--- src/rtl/spi_rxc_fifo.sv ---
// SPI receive core: serial frame assembly, receive FIFO, optional CRC.
// Optional CRC frame checking is enabled by defining SPI_RX_CRC_EN.
module spi_rxc_fifo #(
  parameter int DW         = 32,
  parameter int FIFO_DEPTH = 4,
  parameter int TNUM_W     = 13,
  localparam int FLW       = $clog2(DW),
  localparam int AW        = $clog2(FIFO_DEPTH),
  localparam int LW        = $clog2(FIFO_DEPTH) + 1
) (
  input  logic              clk_rx,
  input  logic              spi_rx_rstn,
  input  logic              rx_en,
  input  logic              shift_in,
  input  logic [FLW-1:0]    frame_len,
  input  logic [TNUM_W-1:0] spi_tnum_max,
  input  logic              lsbf,
  input  logic              crc_en,
  input  logic [DW-1:0]     crc_poly,
  input  logic [DW-1:0]     crc_init,
  input  logic              ovf_clr,
  output logic [DW-1:0]     rx_data,
  output logic              rx_valid,
  input  logic              rx_ready,
  output logic [LW-1:0]     fifo_level,
  output logic              rx_busy,
  output logic              rx_num_max_en,
  output logic [DW-1:0]     rx_crc_data_out,
  output logic              rx_crc_done,
  output logic              rx_crc_err,
  output logic              rx_ovf
);

  localparam logic [1:0] IDLE = 2'd0;
  localparam logic [1:0] DATA = 2'd1;
  localparam logic [1:0] CRC  = 2'd2;
  localparam logic [1:0] DONE = 2'd3;

  logic [1:0]        state_q;
  logic [FLW-1:0]    bit_cnt_q;
  logic [FLW-1:0]    flen_q;
  logic              lsbf_q;
  logic [TNUM_W-1:0] frame_cnt_q;
  logic [DW-1:0]     word_q;
  logic [DW-1:0]     word_nxt;
  logic              lsb_eff;
  logic              in_frame;
  logic              frame_done;
  logic              push;
  logic              last;
  logic              go_crc;
  logic              num_max_q;

  logic [DW-1:0]     mem [FIFO_DEPTH];
  logic [AW-1:0]     wptr_q;
  logic [AW-1:0]     rptr_q;
  logic [LW-1:0]     cnt_q;
  logic              full;
  logic              pop;
  logic              do_push;
  logic              ovf_q;

  // The IDLE edge uses live settings; later bits use the latched ones.
  assign lsb_eff = (state_q == IDLE) ? lsbf : lsbf_q;

  // Next assembled word including the bit on this edge.
  always_comb begin
    word_nxt = word_q;
    if (lsb_eff)
      word_nxt = word_q | (DW'(shift_in) << bit_cnt_q);
    else
      word_nxt = {word_q[DW-2:0], shift_in};
  end

  assign in_frame   = (state_q == DATA) || (state_q == CRC);
  assign frame_done = rx_en && in_frame && (bit_cnt_q == flen_q);
  assign push       = frame_done && (state_q == DATA);
  assign last       = push && (frame_cnt_q == spi_tnum_max);

  // Transfer FSM, bit/frame counters and word assembly.
  always_ff @(posedge clk_rx) begin
    if (!spi_rx_rstn) begin
      state_q     <= IDLE;
      bit_cnt_q   <= '0;
      flen_q      <= '0;
      lsbf_q      <= 1'b0;
      frame_cnt_q <= '0;
      word_q      <= '0;
      num_max_q   <= 1'b0;
    end else begin
      num_max_q <= 1'b0;
      case (state_q)
        IDLE: begin
          if (rx_en) begin
            state_q     <= DATA;
            flen_q      <= frame_len;
            lsbf_q      <= lsbf;
            frame_cnt_q <= '0;
            bit_cnt_q   <= FLW'(1);
            word_q      <= word_nxt;
          end
        end
        DATA, CRC: begin
          if (rx_en) begin
            if (frame_done) begin
              bit_cnt_q <= '0;
              word_q    <= '0;
              if (state_q == CRC) begin
                state_q <= DONE;
              end else begin
                frame_cnt_q <= frame_cnt_q + 1'b1;
                if (last) begin
                  num_max_q <= 1'b1;
                  state_q   <= go_crc ? CRC : DONE;
                end
              end
            end else begin
              bit_cnt_q <= bit_cnt_q + 1'b1;
              word_q    <= word_nxt;
            end
          end
        end
        DONE: begin
          if (!rx_en)
            state_q <= IDLE;
        end
        default: state_q <= IDLE;
      endcase
    end
  end

  assign rx_busy       = in_frame;
  assign rx_num_max_en = num_max_q;

`ifdef SPI_RX_CRC_EN
  logic          crc_en_q;
  logic [DW-1:0] poly_q;
  logic [DW-1:0] crc_q;
  logic          crc_done_q;
  logic          crc_err_q;

  function automatic logic [DW-1:0] fmask(
    input logic [FLW-1:0] fl
  );
    return {DW{1'b1}} >> (FLW'(DW - 1) - fl);
  endfunction

  function automatic logic [DW-1:0] crc_step(
    input logic [DW-1:0]  c,
    input logic           b,
    input logic [DW-1:0]  p,
    input logic [FLW-1:0] fl
  );
    logic fb;
    fb = b ^ c[fl];
    return ((c << 1) ^ (fb ? p : '0)) & fmask(fl);
  endfunction

  assign go_crc = crc_en_q;

  // Serial CRC over data bits and comparison against the CRC frame.
  always_ff @(posedge clk_rx) begin
    if (!spi_rx_rstn) begin
      crc_en_q   <= 1'b0;
      poly_q     <= '0;
      crc_q      <= '0;
      crc_done_q <= 1'b0;
      crc_err_q  <= 1'b0;
    end else begin
      crc_done_q <= 1'b0;
      if (state_q == IDLE && rx_en) begin
        crc_en_q  <= crc_en;
        poly_q    <= crc_poly & fmask(frame_len);
        crc_err_q <= 1'b0;
        crc_q     <= crc_step(crc_init & fmask(frame_len),
                              shift_in,
                              crc_poly & fmask(frame_len),
                              frame_len);
      end else if (state_q == DATA && rx_en) begin
        crc_q <= crc_step(crc_q, shift_in, poly_q, flen_q);
      end else if (frame_done) begin
        crc_done_q <= 1'b1;
        if (word_nxt != crc_q)
          crc_err_q <= 1'b1;
      end
    end
  end

  assign rx_crc_data_out = crc_q;
  assign rx_crc_done     = crc_done_q;
  assign rx_crc_err      = crc_err_q;
`else
  logic unused_crc;

  assign unused_crc      = ^{crc_en, crc_poly, crc_init};
  assign go_crc          = 1'b0;
  assign rx_crc_data_out = '0;
  assign rx_crc_done     = 1'b0;
  assign rx_crc_err      = 1'b0;
`endif

  assign full    = (cnt_q == LW'(FIFO_DEPTH));
  assign pop     = rx_valid && rx_ready;
  assign do_push = push && (!full || pop);

  // FIFO storage; contents are don't-care while not counted.
  always_ff @(posedge clk_rx) begin
    if (do_push)
      mem[wptr_q] <= word_nxt;
  end

  // FIFO pointers, occupancy and sticky overflow.
  always_ff @(posedge clk_rx) begin
    if (!spi_rx_rstn) begin
      wptr_q <= '0;
      rptr_q <= '0;
      cnt_q  <= '0;
      ovf_q  <= 1'b0;
    end else begin
      if (do_push)
        wptr_q <= wptr_q + 1'b1;
      if (pop)
        rptr_q <= rptr_q + 1'b1;
      case ({do_push, pop})
        2'b10:   cnt_q <= cnt_q + 1'b1;
        2'b01:   cnt_q <= cnt_q - 1'b1;
        default: cnt_q <= cnt_q;
      endcase
      if (push && full && !pop)
        ovf_q <= 1'b1;
      else if (ovf_clr)
        ovf_q <= 1'b0;
    end
  end

  assign rx_valid   = (cnt_q != '0);
  assign rx_data    = rx_valid ? mem[rptr_q] : '0;
  assign fifo_level = cnt_q;
  assign rx_ovf     = ovf_q;

endmodule

--- config.mk ---
export PLATFORM = sky130hd
export DESIGN_NAME = spi_rxc_fifo
export DESIGN_NICKNAME = d
export VERILOG_FILES = /design/src/rtl/spi_rxc_fifo.sv
export SDC_FILE = /design/constraint.sdc
export NUM_CORES = 1
export LEC_CHECK = 0
export ABC_AREA = 0
export BUFFER_PORTS_ARGS = -buffer_cell sky130_fd_sc_hd__buf_2
export CAP_MARGIN = 20
export CORE_ASPECT_RATIO = 0.7
export CORE_MARGIN = 2
export CORE_UTILIZATION = 34
export DETAILED_ROUTE_END_ITERATION = 16
export GPL_TIMING_DRIVEN = 0
export REMOVE_ABC_BUFFERS = 1
export SYNTH_ARGS = -nofsm -noshare
export SYNTH_HDL_FRONTEND = slang
export SYNTH_SLANG_ARGS = --single-unit
--- constraint.sdc ---
create_clock -name clk_rx -period 3.2 [get_ports clk_rx]
set_input_delay 0.16 -clock clk_rx [delete_from_list [all_inputs] [get_ports clk_rx]]
set_output_delay 0.16 -clock clk_rx [all_outputs]
set_load 0.005 [all_outputs]
==> impl_results.md <==
- Outcome: completed
- Part of the power in registers: 0.435
- Synth Area per Inst: around 12 µm²
- Critical Path End Type: register
- Worst hold path class: primary input to register
- Share of post-route cells with drive strength above 1: 0.185
- Cell variety after synth: 48
- Compound-Gate Fraction of Synth Area: 0.102
- GP Congestion: 0.744
- Synth warn: 0
- DR pass1 iterations: 5
- Slew margin rel.: 0.369
- Max Buffers Root-to-Sink: 2
- Final nets: ~910
- Hold Crit Depth: 4
- Maximum operating frequency: 332 MHz
- Worst-margin pin slew: between 0.9 and 1 ns
- Final ANT Viol Nets: 0
- Clock power share: 0.302
- Combinational Power Share: 0.263
- R2R depth: 11
- Final Slew Violations: 0
- Final core utilization: 0.396
- Antenna cells: 0
- Total global-route track usage: 0.139
- Vias per cell: between 4 and 5
- CP Max Fanout: 9
- Max-cap violations: 0
- TritonCTS Buffers: 17
- Pin count of the biggest net entering global routing: 37
- Internal: 4.66 mW
- Worst Hold End: rx_ovf
- Gate Count Post-Synth: 752
- Final hold vios: 0
- Proportion of synthesized area in mux cells: 0.0859
- Worst-Skew Late Latency: 0.44 ns
- RR Startpoint: state_q[0]
- Clock Sinks: 197
- Rows: 49
- Die area: ~28000 µm²
- DIE WIDTH: 198 µm
- H-Tree Depth: 4
- Cell area after synthesis: 8970 µm²
- Most used DFF post-synth: edfxtp_1
- Pwr dens: 663 nW/µm²
- Async SR Flop Fraction: 0
- Routed WL: 18600 µm
- Switch Pwr: 2.10 mW
- Most frequent cell after synthesis: edfxtp_1
- Filler cell count: 2471
- RSZ-0062 raised after global routing: no
- # setup viols final: 0
- CTS tree: built
- Setup bufs post-CTS: 0
- Largest cells by area after synthesis: edfxtp_1 (43%), dfxtp_1 (15%), mux4_2 (8.0%), nand2_1 (3.6%), a21oi_1 (3.1%)
- Worst EP required: 3.56 ns
- Core area: roughly 26000 µm²
- Clock-pin slew on the worst setup and hold paths: 0.07 ns
- Hold Slack: 0.0726 ns
- Adder-Cell Fraction of Synth Area: 0.0176
- First-pass GRT wire length: between 20000 and 30000 µm
- Critical R2R Capture: fifo_level[2]
- Initial core utilization: 0.348
- Critical Path Start Type: register
- Arr. time, crit path: 3.37 ns
- Yosys top cell area share: 0.429
- Remaining DRCs: 0
- Routed wire per std cell: 15.8 µm
- Worst R2R Setup Slack: 0.19 ns
- Area fraction in and, or, nand and nor cells after synthesis: 0.118
- Synth Register Bits: 197
- Tmin final: approximately 3 ns
- Ports: 163
- Post-synth EDFFs: 128
- Fin crit share: 0.941
- Sequential fraction of the synthesis area: 0.583
- Post-DP HPWL: 12300 µm
- Cell taking the most area after synthesis: edfxtp_1
- Synth Area in XOR/XNOR: 0.0230
- Sw frac: 0.311
- Lkg Pwr: 3.61 nW
- Vias in the first global route: 5301
- Initial DRC Count: 415
- Post-synth top cells: edfxtp_1 (128), nand2_1 (87), dfxtp_1 (69)
- Root Driver: clkbuf_16
- Gr ovfl total: 0
- Area growth, synth to finish: 13.9%
- Die Height: 140 µm
- Maximum vdd drop: roughly 0.27 mV
- Via count: 5619
- WS Path Type: register to register
- Antenna violations before repair: 0
- Number of port buffers: 63
- Hold_sp: ovf_clr
- Main combinational cell family by area after synthesis: simple AND/OR/NAND/NOR gates
- Clock Skews: ~0.016 ns
per-layer routing:
metal / global-route usage / wire [µm]
met1: 0.209 / 9330
met2: 0.199 / 8190
met3: 0.0361 / 899
met4: 0.0321 / 140
met5: 0 / 0
layout by cell type, fill, tap and decap left out, types with 18 or more instances in the layout:
cell type	count
mux4_2	32
inv_1	44
a21oi_1	55
buf_2	63
edfxtp_1	128
nand3_1	18
o21a_1	34
and2_1	35
nand2_1	87
dfxtp_1	67
o21ai_0	44
conb_1	34
power by group through the flow:
stage	combinational [mW]	clock, mW	sequential, mW
global placement	1.64	0	3.03
global route	2.01	2.18	2.97
finish	1.78	2.05	2.94
CTS	1.83	2.10	2.95
detailed placement	1.81	0	3.01
floorplan	1.01	0	2.97
sequential cells by signal, summed over array words and instances (netlist names), named ones only:
signal / flops
rx_num_max_en: 1
fifo_level: 3
wptr_q: 2
rptr_q: 2
mem: 128
word_q: 32
rx_ovf: 1
bit_cnt_q: 5
flen_q: 5
lsbf_q: 1
frame_cnt_q: 13
state_q: 2
metrics by stage:
step           total power [mW]  cell area [µm²]  worst slack (ns)  cells   TNS [ns]
6_report                   6.77            10200             0.189   1177          0
5_1_grt                    7.16            10200            0.0209   1177          0
4_1_cts                    6.88            10200            0.0119   1177          0
3_3_place_gp               4.67             9390             -2.05   1130    -384.06
3_5_place_dp               4.82             9590         -0.000298   1139  -0.000853
2_1_floorplan              3.98             8630            -0.673    710    -105.22
kinds of logic after synthesis:
family / after synthesis
AOI/OAI and AO/OA: 153
xor gates and xnor gates: 21
adders and majority gates: 12
buffers and inverters: 119
DFF: 197
muxes: 37
other: 1
and+or+nand+nor: 212
worst max-delay path by stage:
stage,from,endpoint,cells after the start
after global placement,state_q[1],mem[2][3],5
after global routing,state_q[0],fifo_level[2],11
after floorplan,state_q[0],mem[0][0],5
after CTS,state_q[0],mem[0][13],6
final,state_q[0],fifo_level[2],11
after detailed placement,state_q[0],mem[2][3],6
cell type report:
type,instances,area [µm²],area share
clock inverter,15,139,0.0136
inverter,44,165,0.0162
sequential,197,5230,0.512
timing repair buffer,78,548,0.0537
multi-input combinational,469,3260,0.319
tap,357,447,0.0437
clock buffer,17,425,0.0416
critical path, cell delays in order, from the launching register on:
cell	delay, ns
dfxtp_1	0.41
inv_1	0.08
ha_1	0.41
and3_1	0.21
and3_1	0.19
a21oi_1	0.33
inv_1	0.10
fa_1	0.42
nand2_1	0.11
a21oi_1	0.05
or3b_2	0.46
a31oi_1	0.16
repair_timing:
item	CTS	global route
hold endpoints to repair	6	0
setup endpoints to repair	32	32
hold buffers	6	0
pin swaps	0	0
resized for setup	1	1
Power figures use the tool's default switching activity.
